==> config.mk <==
export PLATFORM = sky130hd
export DESIGN_NAME = counter_bcd_ndigit
export DESIGN_NICKNAME = d
export VERILOG_FILES = /design/src/rtl/bcd_pkg.sv /design/src/rtl/bcd_digit_updown.sv /design/src/rtl/counter_bcd_ndigit.sv
export SDC_FILE = /design/constraint.sdc
export NUM_CORES = 1
export LEC_CHECK = 0
export BUFFER_PORTS_ARGS = -buffer_cell sky130_fd_sc_hd__buf_2
export CAP_MARGIN = 20
export CORE_MARGIN = 4
export CORE_UTILIZATION = 50
export DETAILED_ROUTE_END_ITERATION = 6
export HOLD_SLACK_MARGIN = 0.12
export PLACE_DENSITY_LB_ADDON = 0.05
export SLEW_MARGIN = 25
export SYNTH_ARGS = -nofsm -noshare
export SYNTH_HDL_FRONTEND = slang
export SYNTH_HIERARCHICAL = 1
export SYNTH_SLANG_ARGS = --single-unit
export TNS_END_PERCENT = 1
==> constraint.sdc <==
create_clock -name clk_in -period 2.4 [get_ports clk_in]
set_input_delay 0.48 -clock clk_in [delete_from_list [all_inputs] [get_ports clk_in]]
set_output_delay 0.48 -clock clk_in [all_outputs]
set_load 0.01 [all_outputs]
==> src/rtl/bcd_pkg.sv <==
// bcd_pkg: shared BCD digit type, digit limits and load sanitizer.
package bcd_pkg;
   typedef logic [3:0] bcd_digit_t;
   localparam bcd_digit_t BCD_MAX = 4'd9;
   localparam bcd_digit_t BCD_MIN = 4'd0;
   function automatic bcd_digit_t bcd_sanitize(input bcd_digit_t d);
      return (d > BCD_MAX) ? BCD_MIN : d;
   endfunction
endpackage

==> src/rtl/bcd_digit_updown.sv <==
// bcd_digit_updown: one up/down BCD digit with clear, load and terminal flag.
module bcd_digit_updown
   import bcd_pkg::*;
(
   input  logic       clk_i,
   input  logic       rst_n_i,
   input  logic       clear_i,
   input  logic       load_i,
   input  bcd_digit_t load_value_i,
   input  logic       en_i,
   input  logic       down_i,
   output bcd_digit_t digit_o,
   output logic       at_term_o
);
   bcd_digit_t digit_q, digit_d;
   always_comb begin
      digit_d = clear_i ? BCD_MIN :
                load_i  ? bcd_sanitize(load_value_i) :
                !en_i   ? digit_q :
                down_i  ? ((digit_q == BCD_MIN) ? BCD_MAX : digit_q - 4'd1) :
                          ((digit_q == BCD_MAX) ? BCD_MIN : digit_q + 4'd1);
   end
   always_ff @(posedge clk_i or negedge rst_n_i) begin
      if (!rst_n_i) digit_q <= BCD_MIN;
      else          digit_q <= digit_d;
   end
   assign digit_o   = digit_q;
   assign at_term_o = (digit_q == (down_i ? BCD_MIN : BCD_MAX));
endmodule

==> src/rtl/counter_bcd_ndigit.sv <==
// counter_bcd_ndigit: N-digit up/down BCD counter with wrap/saturate,
// sticky overflow and a snapshot register for the display path.
module counter_bcd_ndigit
   import bcd_pkg::*;
#(
   parameter int DIGITS   = 6,
   parameter bit SATURATE = 1'b0
) (
   input  logic                clk_in,
   input  logic                reset_n_in,
   input  logic                clear_in,
   input  logic                load_in,
   input  logic [4*DIGITS-1:0] load_value_in,
   input  logic                enable_in,
   input  logic                down_in,
   input  logic                latch_in,
   output logic [4*DIGITS-1:0] count_out,
   output logic                overflow_out,
   output logic                carry_out,
   output logic [4*DIGITS-1:0] latched_out,
   output logic                latched_overflow_out
);
   logic [DIGITS-1:0]   at_term;
   logic                terminal, step_req, step;
   logic                overflow_q, overflow_d, latched_ovf_q, latched_ovf_d;
   logic [4*DIGITS-1:0] latched_q, latched_d;
   assign terminal = &at_term;
   assign step_req = enable_in & ~clear_in & ~load_in;
   // In saturate mode a terminal step is swallowed, so the digits never move.
   assign step      = step_req & ~(SATURATE & terminal);
   assign carry_out = reset_n_in & step_req & terminal;
   for (genvar k = 0; k < DIGITS; k++) begin : g_digit
      logic en_k;
      if (k == 0) begin : g_first
         assign en_k = step;
      end else begin : g_rest
         assign en_k = step & (&at_term[k-1:0]);
      end
      bcd_digit_updown u_digit (
         .clk_i        (clk_in),
         .rst_n_i      (reset_n_in),
         .clear_i      (clear_in),
         .load_i       (load_in),
         .load_value_i (load_value_in[4*k +: 4]),
         .en_i         (en_k),
         .down_i       (down_in),
         .digit_o      (count_out[4*k +: 4]),
         .at_term_o    (at_term[k])
      );
   end
   always_comb begin
      overflow_d    = (clear_in | load_in) ? 1'b0 : (carry_out | overflow_q);
      latched_d     = latch_in ? count_out : latched_q;
      latched_ovf_d = latch_in ? overflow_q : latched_ovf_q;
   end
   always_ff @(posedge clk_in or negedge reset_n_in) begin
      if (!reset_n_in) begin
         overflow_q    <= 1'b0;
         latched_q     <= '0;
         latched_ovf_q <= 1'b0;
      end else begin
         overflow_q    <= overflow_d;
         latched_q     <= latched_d;
         latched_ovf_q <= latched_ovf_d;
      end
   end
   assign overflow_out         = overflow_q;
   assign latched_out          = latched_q;
   assign latched_overflow_out = latched_ovf_q;
endmodule

==> impl_metrics.prom, run 1 <==
# TYPE chip_impl_metric gauge
chip_impl_info{name="status",value="finished, final reports clean"} 1
chip_impl_metric{name="synth_cell_types",unit=""} 44
chip_impl_metric{name="drt-total-wl",unit="mm"} 10.4
chip_impl_metric{name="grt-ovfl-total",unit=""} 0
chip_impl_info{name="synth_top_family_by_area",value="simple AND/OR/NAND/NOR gates"} 1
chip_impl_info{name="critical_path.startpoint_type",value="register"} 1
chip_impl_metric{name="firstDrtPassIters",unit=""} 4
chip_impl_metric{name="p_per_area",unit="mW/mm2"} 426
chip_impl_metric{name="die_height",unit="um"} 97.6
chip_impl_metric{name="post_synth.cell_area_avg",unit="um2"} 9.97
chip_impl_info{name="layout_common_cells",value="buf_2 (81), dfrtp_1 (49), buf_4 (38)"} 1
chip_impl_metric{name="finalClockSkew",unit="ns"} 0.00570
chip_impl_metric{name="post_dp_cell_area",unit="mm2"} 0.00464
chip_impl_metric{name="critPathMaxFanout",unit=""} 3
chip_impl_info{name="path_class",value="register to output port"} 1
chip_impl_metric{name="area_growth_syn_to_layout",unit="%"} 18.0
chip_impl_metric{name="synth-seq-cells",unit=""} 50
chip_impl_info{name="timing.critical_path.cells",value="nor2_1, a21oi_1, nor3_2, nand4bb_4, buf_4, nor3_1, buf_2"} 1
chip_impl_metric{name="yosys_warnings",unit=""} 6
chip_impl_metric{name="regToRegSetupSlack",unit="ns"} 0.32
chip_impl_metric{name="yosys.area_share.simple",unit="%"} 23.5
chip_impl_metric{name="grtUsageTotal",unit="%"} 21.7
chip_impl_metric{name="grt_pass1_vias",unit=""} 3477
chip_impl_metric{name="synth_fp_nets",unit=""} 452
chip_impl_metric{name="worst_ep_required_time",unit="ns"} 1.92
chip_impl_metric{name="port_buffers",unit=""} 81
chip_impl_metric{name="dieArea",unit="mm2"} 0.00953
chip_impl_metric{name="post_drt_via_cell_ratio",unit=""} 5.78
chip_impl_metric{name="post_synth_fa_ha_maj_area_fraction",unit="%"} 5.61
chip_impl_metric{name="post_synth_inst_count",unit=""} 403
chip_impl_metric{name="power_frac_seq",unit="%"} 46.6
chip_impl_metric{name="internal_power",unit="mW"} 1.36
chip_impl_info{name="final_common_cell",value="buf_2"} 1
chip_impl_metric{name="power_frac_comb",unit="%"} 28.8
chip_impl_metric{name="total_vias_in_the_final_route",unit=""} 3504
chip_impl_metric{name="clockBufferDepth",unit=""} 2
chip_impl_metric{name="ant_nets",unit=""} 0
chip_impl_metric{name="total_switching_power",unit="uW"} 660
chip_impl_metric{name="cts_hold_repair.buffers",unit=""} 0
chip_impl_metric{name="detailedPlacementHpwl",unit="mm"} 7.64
chip_impl_metric{name="cts_htree_levels",unit=""} 2
chip_impl_metric{name="place.gp.congestion",unit=""} 0.864
chip_impl_metric{name="die_width",unit="um"} 97.6
chip_impl_metric{name="crit_path_max_incr_delay",unit="ns"} 0.43
chip_impl_metric{name="antenna_violations_before_repair",unit=""} 0
chip_impl_info{name="critical-path-slowest-cell",value="dfrtp_1"} 1
chip_impl_metric{name="rows",unit=""} 32
chip_impl_metric{name="clock_sinks",unit=""} 50
chip_impl_metric{name="layout_worst_path_cycle_share",unit="%"} 96.5
chip_impl_metric{name="synth_xor_xnor_area_share",unit="%"} 1.31
chip_impl_metric{name="pre_cts_ws",unit="ns"} -0.00313
chip_impl_metric{name="core",unit="mm2"} 0.00777
chip_impl_metric{name="num_io_pins",unit=""} 82
chip_impl_metric{name="grt_first_pass_wirelength",unit="mm"} 17.3
chip_impl_info{name="holdCritPathClass",value="primary input to async pin"} 1
chip_impl_metric{name="report.final.setup_viol",unit=""} 0
chip_impl_info{name="synthFlopType",value="dfrtp_1"} 1
chip_impl_metric{name="area_fraction_in_compound_gates_after_synthesis",unit="%"} 21.9
chip_impl_metric{name="floorplan.initialDensity",unit="%"} 51.7
chip_impl_metric{name="tightestPinTransition",unit="ns"} 0.490
chip_impl_metric{name="synth.mux.area_fraction",unit="%"} 8.88
chip_impl_metric{name="timing.slew.headroom",unit="%"} 66.5
chip_impl_metric{name="max_cap_violations",unit=""} 0
chip_impl_metric{name="worst_skew_pair.late_latency",unit="ns"} 0.31
chip_impl_metric{name="timing_max_transition_violations_final",unit=""} 0
chip_impl_info{name="worst_setup_path_end_kind",value="output port"} 1
chip_impl_info{name="root_buffer",value="clkbuf_8"} 1
chip_impl_metric{name="detail_route.iter0.violations",unit=""} 84
chip_impl_metric{name="cp_num_buf_inv",unit=""} 2
chip_impl_metric{name="p_clk_share",unit="%"} 24.6
chip_impl_info{name="tritoncts",value="built"} 1
chip_impl_metric{name="power.share.switching",unit="%"} 32.7
chip_impl_info{name="critical_path.top_delay_family",value="simple AND/OR/NAND/NOR gates"} 1
chip_impl_metric{name="finish.net_count",unit=""} 553
chip_impl_metric{name="cp_data_arrival_time",unit="ns"} 1.84
chip_impl_metric{name="drc_errors",unit=""} 0
chip_impl_metric{name="synth.yosys.seq_area_share",unit="%"} 31.1
chip_impl_metric{name="number_of_enable_flip_flop_cells_after_synthesis",unit=""} 0
chip_impl_metric{name="grt_start_max_net_pins",unit=""} 45
chip_impl_metric{name="p_leak",unit="nW"} 2.31
chip_impl_metric{name="numCtsBuffers",unit=""} 5
chip_impl_metric{name="vdd_ir_drop_max",unit="V"} 0.000185
chip_impl_metric{name="finish.instance_area",unit="mm2"} 0.00474
chip_impl_metric{name="fraction_of_final_layout_cells_with_drive_strength_greater_than_1",unit="%"} 38.1
chip_impl_metric{name="min_period",unit="ns"} 2.32
chip_impl_metric{name="clock_slew_seen_by_the_registers_of_the_worst_setup_and_hold_paths",unit="ns"} 0.10
chip_impl_info{name="setup_repair_after_global_routing_missed_its_margin",value="false"} 1
chip_impl_metric{name="timing.fmax",unit="MHz"} 432
chip_impl_metric{name="mappedNetlistArea",unit="mm2"} 0.00402
chip_impl_metric{name="wire_per_inst",unit="um"} 17.2
chip_impl_metric{name="timing_hold_violations_final",unit=""} 0
chip_impl_metric{name="pnr_worst_setup_slack",unit="ns"} 0.0840
chip_impl_metric{name="n_antenna_cell",unit=""} 0
chip_impl_metric{name="num-fill-cells",unit=""} 725
chip_impl_metric{name="synth-async-reset-ratio",unit="%"} 100
[what timing repair did]
| action | CTS | global route |
|---|---|---|
| resized for setup | 1 | 5 |
| endpoints found under the setup margin | 1 | 1 |
| setup buffers | 0 | 0 |
[state kept, by name, summed over array words and instances, names as in the netlist]
signal                   count
g_digit.u_digit/digit_o     24
latched_out                 24
latched_overflow_out         1
overflow_out                 1
[synth_stat cells, types with 7 or more instances]
library cell  instances  share of area, %
nor3b_1              13               2.4
nor3_1               13               1.6
nand2_1              19               1.8
and3_1                7               1.1
o21ai_0              18               2.2
o211a_1              12               3.0
a21oi_1              12               1.5
nor2_1               31               2.9
dfrtp_1              50                31
a31oi_1              12               1.9
ha_1                 18               5.6
nand3b_1             18               3.4
mux2_4               20               7.5
buf_6                 7               2.0
inv_1                18               1.7
nor2b_1              12               1.9
[power by group through the flow]
stage          logic (mW)  registers [mW]  clock network [mW]
3_5_place_dp        0.579           0.956                   0
6_report            0.582           0.943               0.497
4_1_cts             0.582           0.941               0.511
5_1_grt             0.641           0.951               0.538
2_1_floorplan       0.341           0.982                   0
3_3_place_gp        0.569           0.955                   0
[final timing paths]
path                                               startpoint  cells past startpoint                       endpoint
worst min register to register           latched_overflow_out                      1           latched_overflow_out
worst max-delay path            g_digit[0].u_digit/digit_o[0]                      7                      carry_out
worst min-delay path                               reset_n_in                      2  g_digit[3].u_digit/digit_o[1]
max in group asynchronous                          reset_n_in                      2           latched_overflow_out
min in group clk_in                          load_value_in[2]                      3  g_digit[0].u_digit/digit_o[2]
worst max register to register  g_digit[0].u_digit/digit_o[0]                      9  g_digit[5].u_digit/digit_o[3]
[final cells by class]
class	instances	area, um2	area share (%)
clock buffer	5	68.8	1.45
clock inverter	2	10.0	0.211
inverter	19	71.3	1.50
multi-input combinational	307	2480	52.3
sequential	50	1250	26.4
tap	102	128	2.69
timing repair buffer	121	731	15.4
[per-stage QoR]
step	setup TNS [ns]	cells	power, mW	hold WS [ns]	utilization (%)
finish	0	606	2.02	0.232	61.1
global route	0	606	2.13	0.256	61.1
floorplan	0	403	1.32	0.184	-
global placement	0	599	1.52	0.483	59.7
detailed placement	-0.00313	599	1.54	0.491	59.7
CTS	0	606	2.03	0.245	60.8
[kinds of logic after synthesis]
family | after synthesis
AOI/OAI and AO/OA | 109
xor gates and xnor gates | 6
adders and majority gates | 18
buffers and inverters | 46
DFF | 50
muxes | 25
and+or+nand+nor | 149
[per-layer routing]
metal,vias up,share of wire (%),GRT usage [%]
li1,1710,-,-
met1,1705,47,30.7
met2,83,48,35.5
met3,6,3.9,3.02
met4,0,0.63,4.15
met5,-,0,0
(Power assumes the default switching activity.)
==> run 2, diff against run 1 <==
--- a/config.mk
+++ b/config.mk
@@ -15,6 +15,5 @@
 export SLEW_MARGIN = 25
 export SYNTH_ARGS = -nofsm -noshare
 export SYNTH_HDL_FRONTEND = slang
-export SYNTH_HIERARCHICAL = 1
 export SYNTH_SLANG_ARGS = --single-unit
 export TNS_END_PERCENT = 1
==> run 2 against run 1 <==
Against the previous run: the run now ends with setup timing left; wire length down 11%; fmax down 7.4%; via count down 1.2%; synthesized area down 10%; largest cell class unchanged; power up 4.8%; combinational power up 9.8%; utilization up 3.6 points; global-route usage up 0.19 points; clock power up 4.4%; setup slack worse by 0.19 ns; critical path type unchanged; sequential share of layout area up 1.6 points.
==> impl_metrics.prom, run 2 <==
# TYPE chip_impl_metric gauge
chip_impl_metric{name="cp_data_arrival_time",unit="ns"} 2.02
chip_impl_info{name="tritoncts",value="built"} 1
chip_impl_info{name="holdCritPathClass",value="primary input to async pin"} 1
chip_impl_info{name="failed_checks",value="setup timing"} 1
chip_impl_info{name="root_buffer",value="clkbuf_8"} 1
chip_impl_info{name="layout_common_cells",value="buf_2 (81), dfrtp_1 (50), buf_4 (41)"} 1
chip_impl_metric{name="yosys_warnings",unit=""} 0
chip_impl_info{name="final_common_cell",value="buf_2"} 1
chip_impl_info{name="synth.top_cells.by_area",value="dfrtp_1 (35%), mux2_2 (7.8%), ha_1 (4.8%)"} 1
chip_impl_metric{name="post_synth.cell_area_avg",unit="um2"} 8.98
chip_impl_metric{name="post_drt_via_cell_ratio",unit=""} 5.82
chip_impl_metric{name="pnr_worst_setup_slack",unit="ns"} -0.102
chip_impl_info{name="ys_top_cells_by_count",value="dfrtp_1 (50), clkbuf_1 (26), nor2_1 (26)"} 1
chip_impl_metric{name="vdd_ir_drop_max",unit="V"} 0.000260
chip_impl_metric{name="grtUsageTotal",unit="%"} 21.8
chip_impl_metric{name="finish.instance_area",unit="mm2"} 0.00447
chip_impl_info{name="worst_setup_path_end_kind",value="output port"} 1
chip_impl_metric{name="p_clk_share",unit="%"} 24.5
chip_impl_info{name="path_class",value="register to output port"} 1
chip_impl_metric{name="drt-total-wl",unit="mm"} 9.24
chip_impl_metric{name="internal_power",unit="mW"} 1.43
chip_impl_metric{name="critPathMaxFanout",unit=""} 2
chip_impl_metric{name="tightestPinTransition",unit="ns"} 0.658
chip_impl_metric{name="port_buffers",unit=""} 81
chip_impl_metric{name="numCtsBuffers",unit=""} 5
chip_impl_metric{name="synth.mux.area_fraction",unit="%"} 9.51
chip_impl_metric{name="clockBufferDepth",unit=""} 2
chip_impl_metric{name="post_dp_cell_area",unit="mm2"} 0.00433
chip_impl_metric{name="rows",unit=""} 30
chip_impl_metric{name="area_fraction_in_compound_gates_after_synthesis",unit="%"} 21.9
chip_impl_metric{name="met3_usage",unit="%"} 3.46
chip_impl_metric{name="fraction_of_final_layout_cells_with_drive_strength_greater_than_1",unit="%"} 35.5
chip_impl_metric{name="grt_first_pass_wirelength",unit="mm"} 15.5
chip_impl_metric{name="dpl.cell_count",unit=""} 582
chip_impl_metric{name="timing.fmax",unit="MHz"} 400
chip_impl_metric{name="p_per_area",unit="mW/mm2"} 475
chip_impl_metric{name="report.final.setup_viol",unit=""} 1
chip_impl_metric{name="grt_pass1_vias",unit=""} 3264
chip_impl_metric{name="instances_no_fill",unit=""} 595
chip_impl_metric{name="p_leak",unit="nW"} 2.11
chip_impl_info{name="critical_path.top_delay_family",value="simple AND/OR/NAND/NOR gates"} 1
chip_impl_metric{name="synth_fp_nets",unit=""} 448
chip_impl_info{name="critical_path.startpoint_type",value="register"} 1
chip_impl_info{name="synthFlopType",value="dfrtp_1"} 1
chip_impl_metric{name="synth-async-reset-ratio",unit="%"} 100
chip_impl_metric{name="place.gp.congestion",unit=""} 0.869
chip_impl_metric{name="synth_xor_xnor_area_share",unit="%"} 2.84
chip_impl_metric{name="power_frac_seq",unit="%"} 45.3
chip_impl_metric{name="max_cap_violations",unit=""} 0
chip_impl_info{name="timing.critical_path.cells",value="inv_1, ha_4, nor3b_4, o2111ai_1, or3_4, nor3_4, buf_2"} 1
chip_impl_metric{name="drc_errors",unit=""} 0
chip_impl_metric{name="min_period",unit="ns"} 2.50
chip_impl_metric{name="detailedPlacementHpwl",unit="mm"} 6.63
chip_impl_metric{name="number_of_enable_flip_flop_cells_after_synthesis",unit=""} 0
chip_impl_info{name="synth_top_family_by_area",value="compound AO/OA/AOI/OAI gates"} 1
chip_impl_metric{name="antenna_violations_before_repair",unit=""} 0
chip_impl_metric{name="pre_cts_ws",unit="ns"} -0.0906
chip_impl_metric{name="grt-ovfl-total",unit=""} 0
chip_impl_metric{name="cp_num_buf_inv",unit=""} 2
chip_impl_metric{name="synth.yosys.seq_area_share",unit="%"} 34.6
chip_impl_metric{name="worst_ep_required_time",unit="ns"} 1.92
chip_impl_metric{name="synth-seq-cells",unit=""} 50
chip_impl_metric{name="power_frac_comb",unit="%"} 30.2
chip_impl_info{name="setup_repair_after_global_routing_missed_its_margin",value="true"} 1
chip_impl_metric{name="clock_slew_seen_by_the_registers_of_the_worst_setup_and_hold_paths",unit="ns"} 0.09
chip_impl_metric{name="detail_route.iter0.violations",unit=""} 166
chip_impl_metric{name="die_height",unit="um"} 93.1
chip_impl_metric{name="post_synth_inst_count",unit=""} 403
chip_impl_info{name="synth_most_common_cell",value="dfrtp_1"} 1
chip_impl_metric{name="power.share.switching",unit="%"} 32.5
chip_impl_metric{name="timing_hold_violations_final",unit=""} 0
chip_impl_metric{name="synth_top_area_share",unit="%"} 34.6
chip_impl_metric{name="post_synth_fa_ha_maj_area_fraction",unit="%"} 4.84
chip_impl_metric{name="cts_htree_levels",unit=""} 2
chip_impl_metric{name="core",unit="mm2"} 0.00691
chip_impl_info{name="global_route.peak_usage_layer",value="met2"} 1
chip_impl_metric{name="num_io_pins",unit=""} 82
chip_impl_metric{name="layout_worst_path_cycle_share",unit="%"} 104
chip_impl_metric{name="finish.net_count",unit=""} 543
chip_impl_metric{name="finalClockSkew",unit="ns"} 0.0102
chip_impl_metric{name="gr-usage-met1",unit="%"} 29.4
chip_impl_metric{name="worst_skew_pair.late_latency",unit="ns"} 0.31
chip_impl_metric{name="clock_sinks",unit=""} 50
chip_impl_metric{name="floorplan.initialDensity",unit="%"} 52.4
chip_impl_metric{name="cts_hold_repair.buffers",unit=""} 0
chip_impl_metric{name="n_antenna_cell",unit=""} 0
chip_impl_metric{name="crit_path_max_incr_delay",unit="ns"} 0.36
chip_impl_metric{name="mappedNetlistArea",unit="mm2"} 0.00362
chip_impl_metric{name="ant_nets",unit=""} 0
chip_impl_metric{name="timing.slew.headroom",unit="%"} 56.1
chip_impl_metric{name="grt_start_max_net_pins",unit=""} 51
chip_impl_metric{name="dieArea",unit="mm2"} 0.00866
chip_impl_metric{name="yosys.area_share.simple",unit="%"} 20.5
chip_impl_metric{name="post-layout-total-power",unit="mW"} 2.12
chip_impl_metric{name="timing_max_transition_violations_final",unit=""} 0
chip_impl_info{name="critical_path.startpoint",value="g_digit[1].u_digit.digit_o[0]"} 1
chip_impl_metric{name="area_growth_syn_to_layout",unit="%"} 23.5
chip_impl_metric{name="wire_per_inst",unit="um"} 15.5
chip_impl_info{name="cell_taking_the_most_area_after_synthesis",value="dfrtp_1"} 1
chip_impl_info{name="status",value="finished with violations"} 1
chip_impl_metric{name="total_vias_in_the_final_route",unit=""} 3463
chip_impl_metric{name="fin_tns_setup",unit="ns"} -0.102
chip_impl_metric{name="total_switching_power",unit="uW"} 688
chip_impl_metric{name="die_width",unit="um"} 93.1
chip_impl_metric{name="firstDrtPassIters",unit=""} 4
chip_impl_metric{name="synth_cell_types",unit=""} 67
chip_impl_metric{name="grtUsageMet2",unit="%"} 36.3
chip_impl_info{name="critical-path-slowest-cell",value="dfrtp_1"} 1
chip_impl_info{name="r2r_start",value="g_digit[0].u_digit.digit_o[0]"} 1
[run 2: final timing paths]
| path | end | slack [ns] | depth (start not counted) |
|---|---|---|---|
| max | carry_out | -0.10 | 7 |
| min | latched_out[8] | 0.34 | 2 |
| max reg2reg | g_digit[1].u_digit.digit_o[3] | 0.29 | 8 |
| min reg2reg | latched_out[6] | 0.51 | 1 |
| max in group asynchronous | g_digit[4].u_digit.digit_o[3] | 1.61 | 2 |
| min in group clk_in | g_digit[4].u_digit.digit_o[0] | 0.40 | 3 |
[run 2: routing by layer]
layer | up-vias | part of all wire, %
li1 | 1666 | -
met1 | 1676 | 46
met3 | 14 | 4.9
met5 | - | 0
met4 | 0 | 1.7
met2 | 107 | 47
[run 2: cells by family (layout without fill, tap and decap cells)]
| kind of cell | after synthesis | count (layout) |
|---|---|---|
| simple gates | 128 | 128 |
| buf+inv | 53 | 149 |
| compound gates | 118 | 118 |
| fa+ha+maj | 14 | 14 |
| xor+xnor | 10 | 10 |
| mux | 30 | 30 |
| flops | 50 | 50 |
[run 2: timing repair]
action                     4_1_cts  5_1_grt
setup endpoints to repair        1        1
buffers inserted                 4        1
pin swaps                        3        1
resized for setup                2        0
[run 2: final cells by class]
type	instances	area [um2]
Clock inverter	1	5.00
Timing Repair Buffer	123	733
Inverter	18	67.6
Clock buffer	7	86.3
Fill cell	641	2440
Sequential cell	50	1250
Tap cell	96	120
Multi-Input combinational cell	300	2200
[run 2: power groups by stage]
stage               registers (mW)  clock network, mW  logic, mW
floorplan                    0.996                  0      0.364
finish                       0.961              0.519      0.639
global route                 0.972              0.569      0.710
global placement             0.975                  0      0.620
detailed placement           0.978                  0      0.632
CTS                          0.962              0.539      0.643
[run 2: per-stage QoR]
stage / utilization (%) / hold slack (ns)
2_1_floorplan: - / 0.184
3_3_place_gp: 62.6 / 0.484
3_5_place_dp: 62.6 / 0.491
4_1_cts: 64.6 / 0.382
5_1_grt: 64.7 / 0.405
6_report: 64.7 / 0.345
==> run 3, diff against run 2 <==
--- a/config.mk
+++ b/config.mk
@@ -5,8 +5,10 @@
 export SDC_FILE = /design/constraint.sdc
 export NUM_CORES = 1
 export LEC_CHECK = 0
+export ABC_AREA = 1
 export BUFFER_PORTS_ARGS = -buffer_cell sky130_fd_sc_hd__buf_2
 export CAP_MARGIN = 20
+export CORE_ASPECT_RATIO = 1.2
 export CORE_MARGIN = 4
 export CORE_UTILIZATION = 50
 export DETAILED_ROUTE_END_ITERATION = 6
@@ -16,4 +18,4 @@
 export SYNTH_ARGS = -nofsm -noshare
 export SYNTH_HDL_FRONTEND = slang
 export SYNTH_SLANG_ARGS = --single-unit
-export TNS_END_PERCENT = 1
+export TNS_END_PERCENT = 20
==> run 3 against run 2 <==
Against the previous run: the flow now finishes without violations; first-iteration DRC count is 11% lower; register-to-register slack better by 0.41 ns; worst hold slack worse by 0.025 ns; utilization is 3.2 points lower; fmax is 10% higher; clock skew is 0.0015 ns lower; clock-buffer cell count stayed put; clock power is 3% lower; sequential power is 8% higher; synthesized area is 2.0% lower; non-clock buffer count is 23 lower.
==> impl_metrics.prom, run 3 <==
# TYPE chip_impl_metric gauge
chip_impl_info{name="tritoncts",value="built"} 1
chip_impl_metric{name="tightestPinTransition",unit="ns"} 0.645
chip_impl_info{name="status",value="finished, final reports clean"} 1
chip_impl_metric{name="die_height",unit="um"} 100
chip_impl_metric{name="floorplan.initialDensity",unit="%"} 51.7
chip_impl_info{name="cell_taking_the_most_area_after_synthesis",value="dfrtp_1"} 1
chip_impl_info{name="critical_path.startpoint_type",value="register"} 1
chip_impl_metric{name="grtUsageTotal",unit="%"} 22.7
chip_impl_metric{name="dieArea",unit="mm2"} 0.00851
chip_impl_info{name="synthFlopType",value="dfrtp_1"} 1
chip_impl_metric{name="fin_util",unit="%"} 61.4
chip_impl_metric{name="clock_sinks",unit=""} 50
chip_impl_metric{name="crit_cells",unit=""} 7
chip_impl_metric{name="grt_pass1_vias",unit=""} 3411
chip_impl_metric{name="pnr_worst_setup_slack",unit="ns"} 0.132
chip_impl_metric{name="n_antenna_cell",unit=""} 0
chip_impl_metric{name="grt-ovfl-total",unit=""} 0
chip_impl_metric{name="total_vias_in_the_final_route",unit=""} 3679
chip_impl_info{name="synth_most_common_cell",value="nand2_1"} 1
chip_impl_metric{name="drt-total-wl",unit="mm"} 9.46
chip_impl_metric{name="port_buffers",unit=""} 81
chip_impl_metric{name="num_io_pins",unit=""} 82
chip_impl_metric{name="wire_per_inst",unit="um"} 13.6
chip_impl_metric{name="cp_num_buf_inv",unit=""} 2
chip_impl_metric{name="detailedPlacementHpwl",unit="mm"} 7.15
chip_impl_metric{name="post-layout-total-power",unit="mW"} 2.31
chip_impl_metric{name="min_period",unit="ns"} 2.27
chip_impl_metric{name="timing_max_transition_violations_final",unit=""} 0
chip_impl_metric{name="synth-seq-cells",unit=""} 50
chip_impl_info{name="critical-path-slowest-cell",value="dfrtp_1"} 1
chip_impl_metric{name="synth.yosys.seq_area_share",unit="%"} 35.3
chip_impl_metric{name="grt_first_pass_wirelength",unit="mm"} 16.0
chip_impl_metric{name="clockBufferDepth",unit=""} 2
chip_impl_metric{name="cp_data_arrival_time",unit="ns"} 1.79
chip_impl_metric{name="finalClockSkew",unit="ns"} 0.00872
chip_impl_info{name="layout_common_cells",value="nand2_1 (145), buf_2 (81), nand3_1 (58)"} 1
chip_impl_metric{name="ant_nets",unit=""} 0
chip_impl_metric{name="antenna_violations_before_repair",unit=""} 0
chip_impl_metric{name="area_growth_syn_to_layout",unit="%"} 18.8
chip_impl_metric{name="place.gp.congestion",unit=""} 0.909
chip_impl_metric{name="timing.fmax",unit="MHz"} 441
chip_impl_info{name="ys_top_cells_by_count",value="nand2_1 (145), nand3_1 (58), nor2_1 (53)"} 1
chip_impl_metric{name="synth-async-reset-ratio",unit="%"} 100
chip_impl_metric{name="post_drt_via_cell_ratio",unit=""} 5.27
chip_impl_metric{name="synth_fp_nets",unit=""} 570
chip_impl_metric{name="p_leak",unit="nW"} 2.26
chip_impl_info{name="synth.top_cells.by_area",value="dfrtp_1 (35%), nand2_1 (15%), nand3_1 (8.2%)"} 1
chip_impl_metric{name="fraction_of_final_layout_cells_with_drive_strength_greater_than_1",unit="%"} 21.3
chip_impl_metric{name="grt_start_max_net_pins",unit=""} 51
chip_impl_metric{name="worst_skew_pair.late_latency",unit="ns"} 0.30
chip_impl_metric{name="mappedNetlistArea",unit="mm2"} 0.00354
chip_impl_info{name="holdCritPathClass",value="primary input to async pin"} 1
chip_impl_info{name="root_buffer",value="clkbuf_8"} 1
chip_impl_metric{name="worst_ep_required_time",unit="ns"} 1.92
chip_impl_metric{name="number_of_enable_flip_flop_cells_after_synthesis",unit=""} 0
chip_impl_info{name="path_class",value="register to output port"} 1
chip_impl_metric{name="synth_top_area_share",unit="%"} 35.3
chip_impl_metric{name="max_cap_violations",unit=""} 0
chip_impl_metric{name="report.final.setup_viol",unit=""} 0
chip_impl_metric{name="die_width",unit="um"} 84.9
chip_impl_metric{name="layout_worst_path_cycle_share",unit="%"} 94.5
chip_impl_metric{name="fin_tns_setup",unit="ns"} 0
chip_impl_metric{name="rr_worst_depth",unit=""} 12
chip_impl_metric{name="pre_cts_ws",unit="ns"} 0.0942
chip_impl_metric{name="num-fill-cells",unit=""} 692
chip_impl_info{name="final_common_cell",value="nand2_1"} 1
chip_impl_metric{name="cts_htree_levels",unit=""} 2
chip_impl_metric{name="crit_path_max_incr_delay",unit="ns"} 0.55
chip_impl_metric{name="multi_input_comb_area",unit="mm2"} 0.00198
chip_impl_metric{name="timing.slew.headroom",unit="%"} 57.0
chip_impl_metric{name="vdd_ir_drop_max",unit="V"} 0.000280
chip_impl_metric{name="yosys_warnings",unit=""} 0
chip_impl_metric{name="synth_cell_types",unit=""} 34
chip_impl_info{name="timing.critical_path.cells",value="inv_1, nand2_1, nand3_1, nor2_2, nand4_4, nor3_2, buf_2"} 1
chip_impl_metric{name="drc_errors",unit=""} 0
chip_impl_metric{name="rows",unit=""} 33
chip_impl_metric{name="cts_hold_repair.buffers",unit=""} 0
chip_impl_metric{name="detail_route.iter0.violations",unit=""} 147
chip_impl_metric{name="firstDrtPassIters",unit=""} 4
chip_impl_metric{name="core",unit="mm2"} 0.00685
chip_impl_metric{name="timing_hold_violations_final",unit=""} 0
chip_impl_metric{name="post_synth_inst_count",unit=""} 525
chip_impl_metric{name="numCtsBuffers",unit=""} 5
chip_impl_metric{name="critPathMaxFanout",unit=""} 10
chip_impl_metric{name="register_area",unit="mm2"} 0.00125
chip_impl_info{name="setup_repair_after_global_routing_missed_its_margin",value="false"} 1
chip_impl_metric{name="p_per_area",unit="mW/mm2"} 548
chip_impl_info{name="worst_setup_path_end_kind",value="output port"} 1
chip_impl_metric{name="finish.net_count",unit=""} 655
chip_impl_metric{name="post_synth.cell_area_avg",unit="um2"} 6.75
chip_impl_info{name="critical_path.top_delay_family",value="simple AND/OR/NAND/NOR gates"} 1
chip_impl_metric{name="clock_slew_seen_by_the_registers_of_the_worst_setup_and_hold_paths",unit="ns"} 0.09
==> run 3: area by class of cell <==
cell class | instances | area share, %
clock inverter | 1 | 0.119
clock buffer | 7 | 2.05
timing repair buffer | 100 | 13.6
sequential | 50 | 29.8
tap | 87 | 2.59
multi-input combinational | 400 | 47.1
inverter | 53 | 4.73
==> run 3: worst register-to-register path: stages, from the launching register on <==
cell and delay, ns:
dfrtp_1 0.37, inv_2 0.07, ha_1 0.26, o21ai_1 0.08, nor2_2 0.14, nand2_2 0.06
buf_4 0.15, nor2_4 0.11, nand2_1 0.07, nand2_2 0.12, inv_2 0.06, nand2_1 0.06
nand2_1 0.05
==> run 3: metal layers <==
layer  global-route usage, %  routed length [um]  vias up
met5                       0                   0        -
met4                    6.46                 120        0
met3                    3.28                 558        9
met2                    39.1                4590      120
met1                    29.8                4190     1659
li1                        -                   -     1891
==> run 3: final timing paths <==
kind | start | slack, ns | endpoint
setup / recovery | g_digit[2].u_digit.digit_o[3] | 0.13 | carry_out
hold / removal | reset_n_in | 0.32 | latched_out[21]
setup reg to reg | g_digit[0].u_digit.digit_o[0] | 0.70 | g_digit[3].u_digit.digit_o[1]
hold reg to reg | latched_out[7] | 0.52 | latched_out[7]
max in group asynchronous | reset_n_in | 1.60 | g_digit[5].u_digit.digit_o[0]
min in group clk_in | latched_out[7] | 0.52 | latched_out[7]
==> run 3: power by group <==
| group | total (mW) | internal (mW) | switching, mW |
|---|---|---|---|
| Clock | 0.505 | 0.233 | 0.272 |
| Combinational | 0.765 | 0.292 | 0.473 |
| Sequential | 1.04 | 0.933 | 0.102 |
==> run 3: metrics by stage <==
step	area, um2	std cells	hold WS (ns)
after CTS	4180	695	0.344
after global routing	4210	698	0.377
after detailed placement	4070	685	0.506
after global placement	4070	685	0.495
final	4210	698	0.320
after floorplan	3540	525	0.184
==> run 3: cells by family after synthesis <==
group                    after synthesis  share of synthesized area (%)
AND/OR/NAND/NOR                      293                           36.6
AO/OA/AOI/OAI                         90                           13.4
buffers and inverters                 75                           8.93
flip-flops                            50                           35.3
adder cells (fa/ha/maj)               14                           4.94
XOR/XNOR                               2                          0.494
multiplexers                           1                          0.318
==> run 3: repair_timing <==
action	4_1_cts	5_1_grt
setup endpoints to repair	1	1
pin swaps	0	1
buffers inserted	2	3
gates resized for setup	2	5
cloned	0	0
